[config.mk]
export PLATFORM = sky130hd
export DESIGN_NAME = spec_scan_ctrl
export DESIGN_NICKNAME = d
export VERILOG_FILES = /design/src/rtl/spec_scan_ctrl.sv
export SDC_FILE = /design/constraint.sdc
export NUM_CORES = 1
export LEC_CHECK = 0
export ABC_CLOCK_PERIOD_IN_PS = 2200
export CORE_MARGIN = 1.5
export CORE_UTILIZATION = 39
export DETAILED_ROUTE_END_ITERATION = 16
export GPL_ROUTABILITY_DRIVEN = 0
export SETUP_SLACK_MARGIN = 0.15
export SYNTH_ARGS = -nofsm -noshare
export SYNTH_HDL_FRONTEND = slang
export SYNTH_SLANG_ARGS = --single-unit
export TNS_END_PERCENT = 1
[constraint.sdc]
create_clock -name clk -period 2.2 [get_ports clk]
set_input_delay 0.55 -clock clk [delete_from_list [all_inputs] [get_ports clk]]
set_output_delay 0.55 -clock clk [all_outputs]
set_load 0.005 [all_outputs]
[src/rtl/spec_scan_ctrl.sv]
// Spectrum-capture sequencer: clears the modulus RAM writer, waits for it to
// finish, then reads every bin once to find the peak and the above-threshold count.
module spec_scan_ctrl #(
  parameter int unsigned NBINS      = 203,
  parameter int unsigned RD_LAT     = 1,
  parameter logic [15:0] THRESH     = 16'd1000,
  parameter int unsigned ARM_CYCLES = 4,
  parameter logic [23:0] TIMEOUT    = 24'd10_000_000
) (
  input  logic        clk,
  input  logic        rst_n,
  input  logic        start,
  input  logic        wr_done,
  input  logic [15:0] rd_data,
  output logic        wr_clr_n,
  output logic        rd_en,
  output logic [7:0]  rd_addr,
  output logic        busy,
  output logic        done,
  output logic        timeout_err,
  output logic [15:0] peak_val,
  output logic [7:0]  peak_idx,
  output logic [7:0]  above_cnt
);

  typedef enum logic [2:0] {IDLE, ARM, WAIT, SCAN, DRAIN} state_t;

  localparam logic [7:0]  LAST_ADDR = 8'(NBINS - 1);
  localparam logic [7:0]  ARM_LAST  = 8'(ARM_CYCLES - 1);
  localparam logic [23:0] TO_LAST   = TIMEOUT - 24'd1;

  state_t      state, state_nx;
  logic [7:0]  arm_cnt;
  logic [23:0] wait_cnt;

  logic [RD_LAT-1:0] tag_v;
  logic [7:0]        tag_idx [RD_LAT];

  logic [15:0] run_max;
  logic [7:0]  run_idx;
  logic [7:0]  run_cnt;

  logic       wr_clr_n_d, rd_en_d, busy_d, done_d;
  logic [7:0] rd_addr_d;
  logic       accept, scan_go, to_hit;
  logic       smp_v;
  logic [7:0] smp_idx;

  assign smp_v   = tag_v[RD_LAT-1];
  assign smp_idx = tag_idx[RD_LAT-1];

  always_ff @(posedge clk or negedge rst_n) begin
    if (!rst_n) state <= IDLE;
    else        state <= state_nx;
  end

  always_comb begin
    state_nx = state;
    case (state)
      IDLE:    if (start) state_nx = ARM;
      ARM:     if (arm_cnt == ARM_LAST) state_nx = WAIT;
      WAIT: begin
        if (wr_done)                   state_nx = SCAN;
        else if (wait_cnt == TO_LAST)  state_nx = IDLE;
      end
      SCAN:    if (rd_addr == LAST_ADDR) state_nx = DRAIN;
      DRAIN:   if (tag_v == '0) state_nx = IDLE;
      default: state_nx = IDLE;
    endcase
  end

  // Registered outputs are computed from the next state so they line up with it.
  always_comb begin
    wr_clr_n_d = (state_nx != ARM);
    rd_en_d    = (state_nx == SCAN);
    rd_addr_d  = (state == SCAN && state_nx == SCAN) ? rd_addr + 8'd1 : '0;
    busy_d     = (state_nx != IDLE);
    done_d     = (state == DRAIN) && (state_nx == IDLE);
    accept     = (state == IDLE) && (state_nx == ARM);
    scan_go    = (state == WAIT) && (state_nx == SCAN);
    to_hit     = (state == WAIT) && (state_nx == IDLE);
  end

  always_ff @(posedge clk or negedge rst_n) begin
    if (!rst_n) begin
      wr_clr_n    <= 1'b1;
      rd_en       <= 1'b0;
      rd_addr     <= '0;
      busy        <= 1'b0;
      done        <= 1'b0;
      timeout_err <= 1'b0;
      peak_val    <= '0;
      peak_idx    <= '0;
      above_cnt   <= '0;
      arm_cnt     <= '0;
      wait_cnt    <= '0;
      tag_v       <= '0;
      for (int unsigned i = 0; i < RD_LAT; i++) tag_idx[i] <= '0;
      run_max     <= '0;
      run_idx     <= '0;
      run_cnt     <= '0;
    end else begin
      wr_clr_n <= wr_clr_n_d;
      rd_en    <= rd_en_d;
      rd_addr  <= rd_addr_d;
      busy     <= busy_d;
      done     <= done_d;

      if (accept)      timeout_err <= 1'b0;
      else if (to_hit) timeout_err <= 1'b1;

      arm_cnt  <= (state == ARM && state_nx == ARM) ? arm_cnt + 8'd1 : '0;
      wait_cnt <= (state == WAIT && state_nx == WAIT) ? wait_cnt + 24'd1 : '0;

      // Tag pipeline tracks each issued address until its data returns.
      tag_v[0]   <= rd_en;
      tag_idx[0] <= rd_addr;
      for (int unsigned i = 1; i < RD_LAT; i++) begin
        tag_v[i]   <= tag_v[i-1];
        tag_idx[i] <= tag_idx[i-1];
      end

      if (scan_go) begin
        run_max <= '0;
        run_idx <= '0;
        run_cnt <= '0;
      end else if (smp_v) begin
        if (rd_data > run_max) begin
          run_max <= rd_data;
          run_idx <= smp_idx;
        end
        if (rd_data > THRESH && run_cnt != 8'hFF) run_cnt <= run_cnt + 8'd1;
      end

      if (done_d) begin
        peak_val  <= run_max;
        peak_idx  <= run_idx;
        above_cnt <= run_cnt;
      end
    end
  end

endmodule

### After elaboration in Yosys (flattened, before gate mapping)

Cells that the tools add are included.

* register bits: 121
* input bits: 20
* output and inout bits: 45
* word-level logic and storage cells: 73

* add/subtract/negate cells: 4
* order comparisons: 2
* eq/ne operators: 12
* multiplexer cells: 21
* reductions and logical operators: 17

Operators with widths (number)
* 8-bit two-way mux: 8
* 16-bit two-way mux: 3
* 24-bit by 1-bit adder with 24-bit output (second input constant): 1
* 8-bit by 1-bit adder with 8-bit output (second input constant): 3
* 24-bit == test (second input constant): 1
* 24-bit two-way mux: 1
* 3-bit two-way mux: 6
* 16-bit by 10-bit > comparator with 1-bit output (second input constant): 1
* 16-bit > comparator: 1
* 3-bit one-hot mux with 5 select lines: 1
* 3-bit by 2-bit == test with 1-bit output (second input constant): 4
* 8-bit by 2-bit == test with 1-bit output (second input constant): 1
* 8-bit == test (second input constant): 1
* 1-bit logical AND: 8
* 8-bit != test (second input constant): 1
* 2-bit nonzero test: 4
* 3-bit by 1-bit == test with 1-bit output (second input constant): 2
* 3-bit logical NOT: 2
* 2-bit AND reduction: 2
* 3-bit == test (second input constant): 1
* 3-bit by 1-bit != test with 1-bit output (second input constant): 1
* 3-bit nonzero test: 1
* 1-bit two-way mux: 2

### Longest topological paths before layout

Gate-level depths: netlist of run 1.

* depth in word-level cells: 8
* depth in mapped cells: 9
* gate-level depth less buffers: 7

### Least setup slack after synthesis of run 1

Ideal clock, no wire load.

* kind: input -> register
* from: input rd_data[15]
* to: register run_idx[2]
* setup time: 0.079 ns
* data arrival time: 2.342 ns
* data required time: 2.121 ns
* setup slack: -0.221 ns
* cell stages on the path: 8
* buffers on the path: 2
* cells stage by stage: ha_1 nand4_1 nor4_1 a21boi_0 o311a_1 clkbuf_1 buf_2 mux2i_1

* longest elaborated chain between the ends: 3

Ends and longest elaborated chain
* from (decl): line 14 `input logic [15:0] rd_data,`
* 16-bit > comparator: line 128 `if (rd_data > run_max) begin`
* 2-bit nonzero test (no line)
* 2-bit AND reduction (no line)
* to (signal assigned): line 130 `run_idx <= smp_idx;`
* to (decl): line 40 `logic [7:0] run_idx;`

No other way between the ends.
A chain may end at the register's enable or synchronous reset.

### Worst setup path in the final report of run 1

* from: register wait_cnt[14]
* to: register above_cnt[0]

* longest elaborated chain between the ends: 6

Ends and longest elaborated chain
* from (decl): line 34 `logic [23:0] wait_cnt;`
* from (signal assigned): line 113 `wait_cnt <= (state == WAIT && state_nx == WAIT) ? wait_cnt + 24'd1 : '0;`
* 24-bit == test: line 64 `else if (wait_cnt == TO_LAST) state_nx = IDLE;`
* 3-bit two-way mux: line 64
* 3-bit two-way mux: line 63 `if (wr_done) state_nx = SCAN;`
* 3-bit one-hot mux with 5 select lines: line 59 `case (state)`
* 3-bit logical NOT: line 78 `done_d = (state == DRAIN) && (state_nx == IDLE);`
* 1-bit logical AND: line 78
* to (signal assigned): line 138 `above_cnt <= run_cnt;`
* to (decl): line 23 `output logic [7:0] above_cnt`

No other way between the ends.

==> summary.txt, run 1 <==
Logic synthesis
  – Synth Instances: 501
  – Ranking of synthesized cells by area: dfrtp_1 (54%), mux2_2 (6.4%), ha_1 (4.7%)
  – Adder-Cell Fraction of Synth Area: roughly 4.7%
  – Synth top cells by count: dfrtp_1 (120), nand2_1 (62), nor2_1 (54)
  – Syn Area/Cell: roughly 11 sq um
  – Cell Area, Synth: ~0.0056 sq mm
  – Yosys warns: 0
  – Yosys reg bits: between 100 and 150
  – Largest family of logic cells by synthesized area: simple AND/OR/NAND/NOR gates
  – Sequential element share of the synthesized area: roughly 54%
  – Post-Synth Simple-Gate Area: between 10% and 20%
  – Post-synthesis xor/xnor area fraction: approximately 6.4%
  – Mux cell area share after synthesis: a little over a tenth
  – Top cell type's share of synthesized area: between 50% and 60%
  – Synth Area in Compound Gates: 4.07%
  – Top_reg_cell synth: dfrtp_1
  – Synth Net Count: ~540
  – Netlist cell types: 53
  – Ys async rst share: 100%
  – Post-synth EDFFs: 0
  – Top cell type by total area after synthesis: dfrtp_1
  – Most frequent cell after synthesis: dfrtp_1

Power and ir drop
  – Pwr Density: ~930 mW/mm^2
  – VDD IR max: around 0.5 mV
  – Lkg Pwr: ~0.0036 uW

Worst setup path
  – Reg2Reg Setup Slack: -0.07 ns
  – R2R Path End: above_cnt[0]
  – Reg-to-reg startpoint: wait_cnt[14]
  – CP endpoint kind: flip-flop
  – Worst-path maximum fanout: 33
  – Worst r2r path cells: 6
  – Crit path required time: ~2.5 ns
  – Worst path cell trace: nor4b_2, nand4_1, o41a_1, nor3_4, buf_12, mux2_2
  – CP startpoint kind: flip-flop
  – Critical path type: flip-flop to flip-flop
  – Slowest-stage cell, CP: o41a_1
  – Critical path arrival: 2.57 ns
  – Crit path largest cell delay: about 0.48 ns

Min path
  – Min-Delay Path Class: input port to asynchronous set/reset pin

Drt
  – Vias/cell: around 5.0
  – Drt pass-1 iters: 4
  – Post-route ant nets: 0
  – Wire length per cell: ~15 microns
  – Via Count: 4,151
  – Residual DRC: 0
  – First DRT Iteration DRCs: roughly 210
  – Final WL: approximately 12,000 microns

GRT
  – Largest net degree at the start of global routing: 49
  – Vias in the first global route: 4,143
  – Total gr overflow: 0
  – First-pass GRT wire length: between 20,000 and 25,000 microns
  – Initial antenna violation count: 0
  – Total track usage: between 15 and 20%

Floorplanning
  – Num rows: 43
  – I/O pins: 65
  – Die Width: 123 microns
  – Core area: 0.0139 sq mm
  – Die height: between 100 and 150 microns
  – Initial Util: approximately 40%
  – Die ar.: about 0.015 sq mm

STA
  – Final Setup Violations: 34
  – Period utilisation layout: 103%
  – Slew margin rel.: a little over two fifths
  – Minimum clock period: between 2 and 2.5 ns
  – Worst-Margin Slew: approximately 0.85 ns
  – Final hold vios: 0
  – Setup WS post-layout: -0.0700 ns
  – Top achievable clock speed: around 0.44 GHz
  – Fin. max-slew vios: 0
  – RSZ-0062 raised after global routing: yes
  – Worst Clk Skew: 0.00736 ns

Layout
  – Area delta synth->final: 37.8%
  – Final Net Count: 674
  – Util after Layout: 55.3%
  – Filler cells: around 1,200
  – Antenna diode count: 0
  – Share of post-route cells with drive strength above 1: roughly a quarter
  – Finished Layout Cells: a little over 800

Clock network
  – Max H-tree Level: 4
  – Clock buffer count from CTS: 17
  – CTS Hold Buffers Added: 0
  – CTS Root Cell: clkbuf_16
  – Clock Path Buffers: 2
  – Clk_lat worst skew: about 0.42 ns
  – CTS tree: built
  – Clk sinks: ~120
  – CTS clk-pin slew, worst paths: 0.06 ns

Placement
  – Post-detail-place hpwl: approximately 8600 microns
  – I/O Buffers: 64
  – Inst Count DP: roughly 790

Flow run
  – Max-cap viol count: 0

Run status
  – Outcome: finished, violations left
  – Failing checks: negative setup slack
what timing repair did:
| item | CTS | global route |
|---|---|---|
| gates resized for setup | 26 | 23 |
| endpoints found under the hold margin | 0 | 0 |
| endpoints found under the setup margin | 88 | 87 |
| gates cloned | 1 | 0 |
| setup buffers | 1 | 0 |
| pin swaps | 18 | 9 |
registers in the layout, summed over array words and instances (netlist names), 3 cells and up:
signal and flops:
above_cnt 8, arm_cnt 8, peak_idx 8, peak_val 16
rd_addr 8, run_cnt 8, run_idx 8, run_max 16
smp_idx 8, state 3, wait_cnt 24
worst max-delay path: cells and delay by family, from the launching register on:
kind / cells / cell delay (ns)
mux: 1 / 0.36
simple gates: 3 / 0.67
flops: 1 / 0.38
compound gates: 1 / 0.48
buf+inv: 1 / 0.24
cell families after synthesis:
group | Yosys count
simple gates | 193
flops | 121
mux | 57
xor+xnor | 41
buf+inv | 38
compound gates | 30
fa+ha+maj | 21
worst max path at each step:
stage | slack (ns) | from | cells after the start | to
after floorplan | -0.05 | wait_cnt[0] | 7 | above_cnt[0]
after global placement | -0.54 | rd_data[9] | 8 | run_idx[7]
after detailed placement | -0.62 | rd_data[10] | 8 | run_idx[3]
after CTS | -0.10 | wait_cnt[7] | 6 | above_cnt[0]
after global routing | -0.16 | wait_cnt[14] | 6 | peak_val[13]
final | -0.07 | wait_cnt[14] | 6 | above_cnt[0]
report_power, final:
group / switching [uW] / leakage (uW) / internal, uW
logic: 808 / 0.00176 / 941
clock network: 1030 / 0.000263 / 1660
registers: 232 / 0.00156 / 2490
total: 2070 / 0.00359 / 5090
area by class of cell:
type                            count  area (sq um)  share of cell area (%)
Clock buffer                       17           425                    5.52
Clock inverter                     15           154                    2.00
Inverter                           22          82.6                    1.07
Multi-Input combinational cell    342          2560                    33.2
Sequential cell                   121          3030                    39.3
Tap cell                          180           225                    2.92
Timing Repair Buffer              129          1230                    15.9
metrics by stage:
step | worst slack, ns | hold WS [ns] | instance area (sq um) | total power [uW] | TNS, ns
floorplan | -0.0476 | 0.254 | 5610 | 3660 | -2.12
global placement | -0.539 | 0.385 | 6950 | 4160 | -34.10
detailed placement | -0.622 | 0.376 | 6950 | 4220 | -34.80
CTS | -0.103 | 0.122 | 7630 | 7170 | -3.37
global route | -0.160 | 0.138 | 7700 | 7560 | -5.21
finish | -0.0700 | 0.108 | 7700 | 7170 | -1.87
metal layers:
layer	share of wire, %	track usage, %
met2	46	27.5
met4	2.0	7.99
met5	0	0
met1	48	23.6
met3	4.2	4.28
cell usage in the layout (no fill, tap or decap), types with 3 or more instances in the layout:
cell             count
ha_1                14
mux2i_1             24
nand3_1             23
mux2_2              32
xor2_1              27
clkdlybuf4s50_1     51
inv_1               18
dlygate4sd2_1       11
ha_4                 5
and3_1              11
buf_4               57
nor2_1              54
clkbuf_16           17
inv_2                4
clkinv_2             3
nand4_1             11
xnor2_1             14
buf_12               7
and4_1               3
dfrtp_1            118
a211oi_1             3
nand3b_1             3
clkinvlp_4           7
a21oi_1              3
nand2_1             60
nor3_1               3
Power figures use the tool's default switching activity.
==> run 2: changes to the inputs <==
--- a/config.mk
+++ b/config.mk
@@ -6,11 +6,13 @@
 export NUM_CORES = 1
 export LEC_CHECK = 0
 export ABC_CLOCK_PERIOD_IN_PS = 2200
+export CORE_ASPECT_RATIO = 1.1
 export CORE_MARGIN = 1.5
 export CORE_UTILIZATION = 39
 export DETAILED_ROUTE_END_ITERATION = 16
 export GPL_ROUTABILITY_DRIVEN = 0
 export SETUP_SLACK_MARGIN = 0.15
+export SKIP_CTS_REPAIR_TIMING = 1
 export SYNTH_ARGS = -nofsm -noshare
 export SYNTH_HDL_FRONTEND = slang
 export SYNTH_SLANG_ARGS = --single-unit
==> run 2 against run 1 <==
  * The run still ends with negative setup slack left
  * Sequential power about the same
  * Power grew 2.3%
  * Non-clock buffer count decreased by 2
  * Sequential share of layout area is 0.34 points lower
  * Maximum frequency fell by 1.2%
  * Design area grew 0.91%
  * Count of clock-buffer cells in the layout is 4 higher
  * Final cell count grew 0.73%
  * Die area hardly changed
  * First-iteration DRC count down 30%
  * Wire length is 0.47% lower
  * Worst hold slack worse by 0.042 ns
  * Largest cell class unchanged
==> summary.txt, run 2 (synthesis gave the netlist of run 1 again) <==
Run status
  – Outcome: finished, violations left
  – Failing checks: negative setup slack

Layout
  – Number of flip-flops in the largest register: 24 (unchanged)
  – Biggest regs: wait_cnt (24), peak_val (16), run_max (16)
  – Filler cells: 1,219 (+1.2%)
  – Fin area: 0.00777 sq mm (+0.91%)
  – Top reg by flops: wait_cnt
  – Final Net Count: 672 (-0.30%)
  – Antenna diode count: 0 (unchanged)
  – Most frequent cells in the layout: dfrtp_1 (117), nand2_1 (62), clkdlybuf4s50_1 (58)
  – FF/Latch Area: 0.00303 sq mm (about the same)
  – Share of post-route cells with drive strength above 1: 24.5% (-1.5 points)
  – Most common cell after layout, fill and taps aside: dfrtp_1
  – Area delta synth->final: 39.0%
  – Multi-input gate area: 0.00256 sq mm (-0.15%)

STA
  – Minimum clock period: 2.30 ns (+0.0276 ns)
  – Fin. max-slew vios: 0 (unchanged)
  – Slew margin rel.: 72.0% (+29 points)
  – Worst Clk Skew: 0.00928 ns (+0.00192 ns)
  – Final hold vios: 0 (unchanged)
  – Top achievable clock speed: 0.435 GHz (-1.2%)
  – Worst-Margin Slew: 0.420 ns (-0.425 ns)
  – Setup WS post-layout: -0.0977 ns (-0.0276 ns)
  – Final Setup Violations: 55 (+62%)
  – Period utilisation layout: 104% (+1.3 points)
  – RSZ-0062 raised after global routing: yes

Clock network
  – Clock buffer count from CTS: 17 (unchanged)
  – Clock Path Buffers: 2 (unchanged)
  – Clk sinks: 121 (unchanged)
  – CTS Root Cell: clkbuf_16
  – CTS tree: built
  – CTS clk-pin slew, worst paths: 0.06 ns (about the same)
  – Max H-tree Level: 4 (unchanged)
  – Clk_lat worst skew: 0.41 ns (about the same)

GRT
  – First-pass GRT wire length: 20,400 microns (-0.21%)
  – Vias in the first global route: 4,293 (+3.6%)
  – Total track usage: 17.6% (-0.12 points)
  – Total gr overflow: 0 (unchanged)
  – Initial antenna violation count: 0 (unchanged)
  – Largest net degree at the start of global routing: 53 (+8.2%)

Min path
  – Min-Delay Path Class: input port to asynchronous set/reset pin

Flow run
  – Max-cap viol count: 0 (unchanged)

Floorplanning
  – Die height: 129 microns (+4.8%)
  – Die Width: 117 microns (-4.5%)
  – Num rows: 45 (+4.7%)
  – Initial Util: 40.2% (+0.079 points)
  – Die ar.: 0.0151 sq mm (about the same)
  – Core area: 0.0139 sq mm (-0.20%)
  – I/O pins: 65 (unchanged)

Drt
  – Final WL: 12,300 microns (-0.47%)
  – Via Count: 4,104 (-1.1%)
  – Vias/cell: 4.93 (-1.8%)
  – Residual DRC: 0 (unchanged)
  – Post-route ant nets: 0 (unchanged)
  – Drt pass-1 iters: 5 (+1)
  – Wire length per cell: 14.7 microns (-1.2%)
  – First DRT Iteration DRCs: 145 (-30%)

Worst setup path
  – Worst r2r path cells: 6 (unchanged)
  – CP delay by family, top: compound AO/OA/AOI/OAI gates
  – Slowest-stage cell, CP: clkdlybuf4s50_1
  – Reg2Reg Setup Slack: -0.04 ns (+0.03 ns)
  – Crit path largest cell delay: 0.43 ns (-0.05 ns)
  – Worst setup endpoint: run_idx[1]
  – R2R Path End: above_cnt[0]
  – CP startpoint kind: input port
  – Worst-path maximum fanout: 7 (-79%)
  – Reg-to-reg startpoint: wait_cnt[7]
  – Critical path depth: 8 (+2)
  – Critical path type: input port to flip-flop
  – Crit path required time: 2.50 ns (about the same)
  – Worst path cell trace: clkdlybuf4s50_1, ha_1, nand4_1, nor2_1, a221o_1, o311a_4, clkbuf_16, mux2i_1
  – Critical path arrival: 2.60 ns (+0.03 ns)
  – CP endpoint kind: flip-flop
  – Worst Setup SP: rd_data[13]
  – WP buf/inv: 2 (+1)

Power and ir drop
  – Total power: 7330 uW (+2.3%)
  – Reg power frac: 37.2% (-0.8 points)
  – Lkg Pwr: 0.00365 uW (+1.9%)
  – Clk network pwr share: 40.7% (+3.1 points)
  – Pwr Density: 943 mW/mm^2 (+1.4%)
  – VDD IR max: 0.439 mV (-12%)
  – Sw power: 1960 uW (-5.4%)
  – Int Pwr: 5370 uW (+5.4%)
  – Sw frac: 26.7% (-2.2 points)
  – Combinational power share: 22.1% (-2.3 points)

Placement
  – I/O Buffers: 64 (unchanged)
  – Placed instance area: 0.00694 sq mm (-0.14%)
  – Post-detail-place hpwl: 8510 microns (-0.98%)
==> run 2: cell count changes in the layout (fill, tap and decap cells not counted), moves of 4 or more <==
cell,change
clkdlybuf4s50_1,+7
dlymetal6s2s_1,+4
clkinvlp_4,-5
clkbuf_8,+4
inv_2,-4
dlygate4sd2_1,-11
inv_1,+4
==> run 2: metal layers <==
metal / share of wire (%) / track usage, %
met1: 47 / 22.9
met2: 47 / 27.7
met3: 4.4 / 4.95
met4: 1.5 / 7.30
met5: 0 / 0
==> run 2: layout make-up <==
| class | instances | area share [%] |
|---|---|---|
| Clock buffer | 21 | 6.18 |
| Clock inverter | 11 | 2.16 |
| Inverter | 22 | 1.06 |
| Multi-Input combinational cell | 342 | 32.9 |
| Sequential cell | 121 | 39.0 |
| Tap cell | 188 | 3.03 |
| Timing Repair Buffer | 127 | 15.7 |
==> run 2: worst min-delay path by stage <==
stage / startpoint / end / slack, ns / cells after the start
finish: rst_n / run_max[1] / 0.07 / 1
global route: rst_n / run_max[1] / 0.08 / 1
CTS: rst_n / run_max[1] / 0.06 / 1
detailed placement: rd_en / smp_v / 0.37 / 0
global placement: rd_en / smp_v / 0.38 / 0
floorplan: rst_n / above_cnt[0] / 0.25 / 0
==> run 2: metrics by stage <==
step / cells / worst slack, ns / util [%] / setup TNS [ns] / hold slack (ns)
final: 832 / -0.0977 / 55.9 / -2.77 / 0.0656
after global routing: 832 / -0.151 / 55.9 / -6.64 / 0.0801
after CTS: 831 / -0.220 / 54.5 / -10.0 / 0.0615
after detailed placement: 799 / -0.605 / 49.9 / -32.58 / 0.374
after global placement: 799 / -0.539 / 49.9 / -31.26 / 0.378
after floorplan: 501 / -0.0476 / - / -2.12 / 0.254
==> run 2: power by group through the flow <==
| stage | clock network, uW | logic (uW) | registers [uW] |
|---|---|---|---|
| 2_1_floorplan | 0 | 968 | 2690 |
| 3_3_place_gp | 0 | 1390 | 2750 |
| 3_5_place_dp | 0 | 1430 | 2760 |
| 4_1_cts | 3050 | 1440 | 2720 |
| 5_1_grt | 3150 | 1810 | 2770 |
| 6_report | 2980 | 1620 | 2720 |
==> run 3: changes to the inputs <==
==> constraint.sdc (replaced) <==
create_clock -name clk -period 2.2 [get_ports clk]
set_input_delay 0.55 -clock clk [delete_from_list [all_inputs] [get_ports clk]]
set_output_delay 0.55 -clock clk [all_outputs]
set_load 0.05 [all_outputs]
==> run 3 against run 2 <==
  * The run still ends with negative setup slack left
  * Highest routed layer unchanged
  * Clock skew up 0.0020 ns
  * Sequential power about the same
  * Combinational power about the same
==> summary.txt, run 3 (synthesis gave the netlist of run 1 again) <==
Clock network
  – CTS tree: built
  – CTS clk-pin slew, worst paths: 0.05 ns (about the same)
  – Max H-tree Level: 4 (unchanged)
  – Clk sinks: 121 (unchanged)
  – Clock buffer count from CTS: 17 (unchanged)
  – CTS Root Cell: clkbuf_16
  – Clk_lat worst skew: 0.41 ns (about the same)
  – Clock Path Buffers: 2 (unchanged)

Layout
  – Share of post-route cells with drive strength above 1: 25.1% (+0.58 points)
  – Area delta synth->final: 39.3%
  – Antenna diode count: 0 (unchanged)
  – Number of flip-flops in the largest register: 24 (unchanged)
  – Final Net Count: 675 (+0.45%)
  – Top reg by flops: wait_cnt
  – Finished Layout Cells: 833 (+0.12%)
  – Most frequent cells in the layout: dfrtp_1 (120), buf_4 (67), nand2_1 (61)
  – Fin area: 0.00779 sq mm (+0.21%)
  – Most common cell after layout, fill and taps aside: dfrtp_1
  – Filler cells: 1,204 (-1.2%)
  – Biggest regs: wait_cnt (24), peak_val (16), run_max (16)

Floorplanning
  – Initial Util: 40.2% (unchanged)
  – Die height: 129 microns (unchanged)
  – Core area: 0.0139 sq mm (unchanged)
  – Die Width: 117 microns (unchanged)
  – I/O pins: 65 (unchanged)
  – Num rows: 45 (unchanged)
  – Die ar.: 0.0151 sq mm (unchanged)

Placement
  – Post-detail-place hpwl: 8630 microns (+1.4%)
  – I/O Buffers: 64 (unchanged)
  – Placed instance area: 0.00693 sq mm (-0.11%)
  – Inst Count DP: 802 (+0.38%)

STA
  – Fin. max-slew vios: 0 (unchanged)
  – Period utilisation layout: 104% (-0.45 points)
  – Final Setup Violations: 56 (+1.8%)
  – Top achievable clock speed: 0.437 GHz (+0.43%)
  – Slew margin rel.: 62.2% (-9.8 points)
  – Minimum clock period: 2.29 ns (-0.00981 ns)
  – Worst-Margin Slew: 0.566 ns (+0.146 ns)
  – Worst Clk Skew: 0.0113 ns (+0.00198 ns)
  – RSZ-0062 raised after global routing: yes
  – Setup WS post-layout: -0.0878 ns (+0.00981 ns)
  – Final hold vios: 0 (unchanged)
  – Worst hold margin: 0.0848 ns (+0.0192 ns)

Power and ir drop
  – Int Pwr: 5290 uW (-1.5%)
  – VDD IR max: 0.382 mV (-13%)
  – Reg power frac: 37.8% (+0.6 points)
  – Clk network pwr share: 39.8% (-0.9 points)
  – Combinational power share: 22.3% (+0.2 points)
  – Sw frac: 26.5% (-0.24 points)
  – Lkg Pwr: 0.00431 uW (+18%)
  – Pwr Density: 924 mW/mm^2 (-2.0%)
  – Sw power: 1910 uW (-2.7%)

Drt
  – Drt pass-1 iters: 6 (+1)
  – Vias/cell: 4.94 (+0.12%)
  – Post-route ant nets: 0 (unchanged)
  – First DRT Iteration DRCs: 184 (+27%)
  – Wire length per cell: 14.8 microns (+0.26%)
  – Via Count: 4,114 (+0.24%)
  – Final WL: 12,300 microns (+0.38%)
  – Residual DRC: 0 (unchanged)

GRT
  – Total track usage: 17.4% (-0.24 points)
  – First-pass GRT wire length: 20,300 microns (-0.50%)
  – Total gr overflow: 0 (unchanged)
  – Vias in the first global route: 4,224 (-1.6%)
  – Initial antenna violation count: 0 (unchanged)
  – Largest net degree at the start of global routing: 49 (-7.5%)

Worst setup path
  – R2R Path End: peak_val[13]
  – CP delay by family, top: buffers and inverters
  – CP startpoint kind: input port
  – Crit path required time: 2.51 ns (about the same)
  – Worst path cell trace: clkdlybuf4s50_1, ha_1, nand4_1, nor4_2, a21boi_2, o311a_4, buf_12, mux2i_2
  – Worst-path maximum fanout: 7 (unchanged)
  – Worst setup endpoint: run_idx[4]
  – Crit path largest cell delay: 0.44 ns (about the same)
  – Reg2Reg Setup Slack: -0.04 ns (about the same)
  – Critical path depth: 8 (unchanged)
  – Slowest-stage cell, CP: clkdlybuf4s50_1
  – Worst Setup SP: rd_data[14]
  – Reg-to-reg startpoint: wait_cnt[18]
  – Critical path arrival: 2.60 ns (about the same)
  – CP endpoint kind: flip-flop
  – WP buf/inv: 2 (unchanged)
  – Worst r2r path cells: 6 (unchanged)
  – Critical path type: input port to flip-flop

Min path
  – Min-Delay Path Class: input port to asynchronous set/reset pin

Run status
  – Failing checks: negative setup slack
  – Outcome: finished, violations left

Flow run
  – Max-cap viol count: 0 (unchanged)
==> run 3: cell types whose count changed in the layout (fill, tap and decap cells not counted), moves of 2 or more <==
cell             previous run  this run
clkdlybuf4s50_1            58        14
dlymetal6s2s_1              5        42
buf_4                      56        67
ha_1                       16        20
ha_4                        4         0
mux2i_1                    25        21
mux2i_2                     0         4
clkbuf_1                    0         3
dfrtp_1                   117       120
dfrtp_2                     3         0
a2111oi_1                   2         0
a2111oi_2                   0         2
clkbuf_8                    4         2
clkinv_4                    2         0
==> run 3: worst min-delay path by stage <==
stage               startpoint      endpoint
global placement         rd_en         smp_v
finish                   rst_n    run_max[1]
CTS                      rst_n   peak_val[5]
detailed placement       rd_en         smp_v
global route             rst_n    run_max[1]
floorplan                rst_n  above_cnt[0]
==> run 3: layout make-up <==
type	instances	area, sq um	share of cell area (%)
clock buffer	22	464	5.96
clock inverter	8	145	1.86
inverter	22	82.6	1.06
multi-input combinational	342	2530	32.5
sequential	121	3030	38.9
tap	188	235	3.02
timing repair buffer	130	1310	16.7
==> run 3: worst reg2reg max path, stage by stage, from the launching register on <==
cell	delay [ns]
dfrtp_1	0.39
nor4bb_2	0.32
nand4_1	0.15
o41a_1	0.48
nor3_4	0.17
buf_12	0.24
mux2_2	0.38
==> run 3: power groups by stage <==
stage                     Clock [uW]  Sequential [uW]  Combinational (uW)
after floorplan                    0             2690                 968
after global placement             0             2750                1400
after detailed placement           0             2760                1440
after CTS                       2940             2720                1460
after global routing            3040             2760                1790
final                           2870             2720                1610
==> run 3: stage by stage <==
stage	TNS, ns	util, %	worst slack [ns]	total power [uW]
6_report	-2.11	56.0	-0.0878	7200
5_1_grt	-6.37	56.0	-0.140	7590
4_1_cts	-9.11	54.2	-0.207	7120
3_5_place_dp	-32.06	49.8	-0.616	4200
3_3_place_gp	-31.62	49.8	-0.541	4150
2_1_floorplan	-2.16	-	-0.0476	3660
==> run 3: layer usage <==
layer	vias to the layer above	GRT usage (%)	wire (microns)
met5	-	0	0
met4	0	6.73	193
met3	16	4.19	493
met2	91	26.9	5820
met1	2015	23.6	5800
li1	1992	-	-
==> patch 1, RTL diff (flow settings as in run 2) <==
Make the reset (`rst_n`) synchronous in 2 clocked blocks.
--- a/src/rtl/spec_scan_ctrl.sv
+++ b/src/rtl/spec_scan_ctrl.sv
@@ -51,3 +51,3 @@
 
-  always_ff @(posedge clk or negedge rst_n) begin
+  always_ff @(posedge clk) begin
     if (!rst_n) state <= IDLE;
@@ -83,3 +83,3 @@
 
-  always_ff @(posedge clk or negedge rst_n) begin
+  always_ff @(posedge clk) begin
     if (!rst_n) begin
Behaviour: differs if rst_n is asserted again (counterexample within 4 cycles, from zero or initial values and one cycle with rst_n low); with rst_n held inactive, the same outputs for 10 cycles.
==> patch 1 against run 2 <==
  * Count of clock-buffer cells in the layout is 2 higher
  * Sequential cell count stayed put
  * Register-to-register slack better by 100 ps
  * Global-route usage is 0.26 points lower
  * Wire length is 4.4% lower
  * Final area is 7.5% lower
  * Setup slack better by 150 ps
  * Clock skew is 2.0 ps lower
  * First-iteration DRC count is 2.1% lower
  * Area after synthesis is 6.1% lower
  * Worst hold slack better by 380 ps
Power is not compared: it rests on default switching activity, and its combinational part moved more than twofold at a synthesized area within 25%.
==> patch 1: results (changes against run 2) <==
WL met2: 5750 microns (-0.21%)
Reg-to-reg slack, setup: 60 ps (+100 ps)
Layout cell share with drive strength beyond 1: 17.2% (-7.3 points)
Post-Route M1 WL: 5340 microns (-7.4%)
Asr flop ratio synth: 0% (-100 points)
Vias in the first global route: 4119 (-4.1%)
WHS: 442 ps (+377 ps)
Register area share after synthesis: 46.1% (-8.0 points)
Pin count of the biggest net entering global routing: 49 (-7.5%)
Post-DP HPWL: 8400 microns (-1.3%)
Synthesized instance count: 600 (+20%)
Wire length per cell: 13.4 microns (-9.1%)
Top FF cell, synth: dfxtp_1
Via count: 4307 (+4.9%)
First-pass GRT wire length: 19600 microns (-4.1%)
DRT iter0 DRCs: 142 (-2.1%)
Mux cell area share after synthesis: 4.76% (-6.2 points)
Routing usage on met3: 4.67% (-0.27 points)
Synth unique cells: 57 (+7.5%)
Syn Nets: 641 (+18%)
CP max FO: 8 (+1)
Global Route met1 Usage: 21.3% (-1.7 points)
CP startpoint: rd_data[1]
Synth Area in Compound Gates: 7.96% (+3.9 points)
Synth area leaders: dfxtp_1 (46%), nand2_1 (9.3%), ha_1 (5.0%), mux2i_1 (4.8%), a21oi_1 (3.9%)
Met3 wire length: 450 microns (-16%)
Final cell count without fillers: 875 (+5.2%)
Reg2reg start: run_max[8]
Hold Path Class: flip-flop to flip-flop
Arrival time at the worst endpoint: 2450 ps (-150 ps)
Post-Synth Adder-Cell Area: 5.00% (+0.30 points)
Worst Skew: 7.30 ps (-1.98 ps)
Final net count: 743 (+11%)
XOR/XNOR share of the synthesized area: 6.67% (+0.25 points)
Aggregate global-route resource usage: 17.4% (-0.26 points)
Worst VDD drop: 0.672 mV
Max_slew headroom: 55.1% (-17 points)
GRT met2 Usage: 29.0% (+1.2 points)
Outcome: completed
Fillers: 1214 (-0.41%)
Cells after DPL: 838 (+4.9%)
[patch 1: through the flow]
step / worst slack (ps) / cell area, sq um / utilization, % / power [W]
finish: 52.9 / 7190 / 54.7 / 0.00515
global route: -18.7 / 7190 / 54.7 / 0.00535
CTS: -95.9 / 7050 / 53.5 / 0.00522
detailed placement: -522 / 6460 / 49.1 / 0.00245
global placement: -438 / 6460 / 49.1 / 0.00245
floorplan: 146 / 5430 / - / 0.00234
[patch 1: area by class of cell]
class | count | area (sq um) | share of cell area (%)
clock buffers | 23 | 468 | 6.50
clock inverters | 8 | 120 | 1.67
inverters | 23 | 86.3 | 1.20
multi-input cells | 431 | 2810 | 39.1
flip-flops and latches | 121 | 2430 | 33.7
well taps | 161 | 201 | 2.80
repair buffers | 108 | 1080 | 15.0
[patch 1: tightest hold or removal path: cells and delay by family (launching register included)]
| kind | cells | cell delay [ps] |
|---|---|---|
| AND/OR/NAND/NOR | 1 | 50 |
| flip-flops | 1 | 290 |
| multiplexers | 1 | 60 |
==> patch 2, RTL diff (flow settings as in run 2) <==
Made on the original files. Change the parameter `RD_LAT` from 1 to 2.
--- a/src/rtl/spec_scan_ctrl.sv
+++ b/src/rtl/spec_scan_ctrl.sv
@@ -4,3 +4,3 @@
   parameter int unsigned NBINS      = 203,
-  parameter int unsigned RD_LAT     = 1,
+  parameter int unsigned RD_LAT     = 2,
   parameter logic [15:0] THRESH     = 16'd1000,
Check against the original RTL: same outputs for any inputs over 10 cycles, from zero or initial values and one cycle with rst_n low; that may be too few to reach the edited logic, so the function may still have changed.
==> patch 2 against run 2 <==
  * Final area shrank 0.47%
  * Total power grew 1.3%
  * Wire length grew 4.2%
  * Setup slack improved by 120 ps
  * Clock power shrank 6%
  * Area after synthesis grew 4.2%
  * Non-clock buffer count is 32 lower
  * Sequential cell count rose by 9
  * Critical endpoint is now run_idx[3]
  * Largest cell class unchanged
==> patch 2: results (changes against run 2) <==
First-pass GRT wire length: 21200 microns (+3.9%)
Register area share after synthesis: 55.8% (+1.7 points)
Synth area leaders: dfrtp_1 (55%), nand2_1 (8.1%), ha_1 (4.5%), mux2i_1 (4.5%), nor2_1 (3.8%)
Vias in the first global route: 4357 (+1.5%)
Final net count: 706 (+5.1%)
Layout cell share with drive strength beyond 1: 13.6% (-11 points)
Psw: 0.00207 W (+5.6%)
Slowest cell on the critical path: nor4_2
Aggregate global-route resource usage: 17.3% (-0.35 points)
Delay-heaviest family, CP: simple AND/OR/NAND/NOR gates
Wire length per cell: 14.7 microns (-0.27%)
Max_slew headroom: 60.5% (-11 points)
XOR/XNOR share of the synthesized area: 5.86% (-0.56 points)
Static Leak: 3.60 nW (-1.3%)
Cells after DPL: 835 (+4.5%)
Avg Inst Size Synth: 10.2 sq um (-8.6%)
Syn Nets: 612 (+13%)
Post-DP HPWL: 8800 microns (+3.5%)
Most frequent cells after synthesis: dfrtp_1 (129), nand2_1 (126), nor2_1 (59)
Synth unique cells: 51 (-3.8%)
Post-Synth Adder-Cell Area: 4.51% (-0.19 points)
Comb power frac: 24.0% (+1.9 points)
Synth Area in Compound Gates: 5.62% (+1.6 points)
Outcome: completed
Mux cell area share after synthesis: 4.47% (-6.5 points)
Clock power frac: 37.6% (-3.1 points)
Pre-Repair DR Iteration Count: 4 (-1)
Pin count of the biggest net entering global routing: 52 (-1.9%)
patch 2: cell type report:
| cell class | instances | area, sq um | area share, % |
|---|---|---|---|
| sequential | 130 | 3250 | 42.1 |
| multi-input combinational | 396 | 2550 | 33.0 |
| timing repair buffer | 95 | 1010 | 13.0 |
| clock buffer | 22 | 454 | 5.87 |
| tap | 192 | 240 | 3.10 |
| clock inverter | 9 | 133 | 1.71 |
| inverter | 25 | 93.8 | 1.21 |
patch 2: routing by layer:
metal	global-route usage [%]	part of all wire [%]	vias to the layer above
met5	0	0	-
met4	6.15	1.7	0
met3	4.90	3.8	18
met2	28.2	50	79
met1	22.0	45	2040
li1	-	-	2104
patch 2: logic make-up after synthesis:
group / Yosys count
AO/OA/AOI/OAI: 50
XOR/XNOR: 39
adder cells (fa/ha/maj): 21
buffers and inverters: 45
flip-flops: 130
multiplexers: 26
AND/OR/NAND/NOR: 260
patch 2: worst paths after layout:
path                             start           to  slack [ps]  cells after the start
max reg2reg                run_max[15]   run_idx[3]          30                      8
min reg2reg                tag_idx[12]   smp_idx[4]         340                      0
min in group clk           tag_idx[12]   smp_idx[4]         340                      0
min                              rst_n  peak_idx[6]          80                      1
max in group asynchronous        rst_n     wr_clr_n        1460                      2
max                        run_max[15]   run_idx[3]          30                      8
patch 2: metrics by stage:
stage | total power (W) | setup TNS, ps | instance area, sq um
finish | 0.00742 | 0 | 7740
global route | 0.00781 | -222 | 7740
CTS | 0.00728 | -1200 | 7600
detailed placement | 0.00444 | -16950 | 7010
global placement | 0.00438 | -15430 | 7010
floorplan | 0.00399 | 0 | 5990
patch 2: worst reg2reg max path, delay by kind of cell, from the launching register on:
kind            cells  cell delay [ps]
simple gates        2              540
fa+ha+maj           1              260
buf+inv             2              240
mux                 1              190
flops               1              360
compound gates      2              490
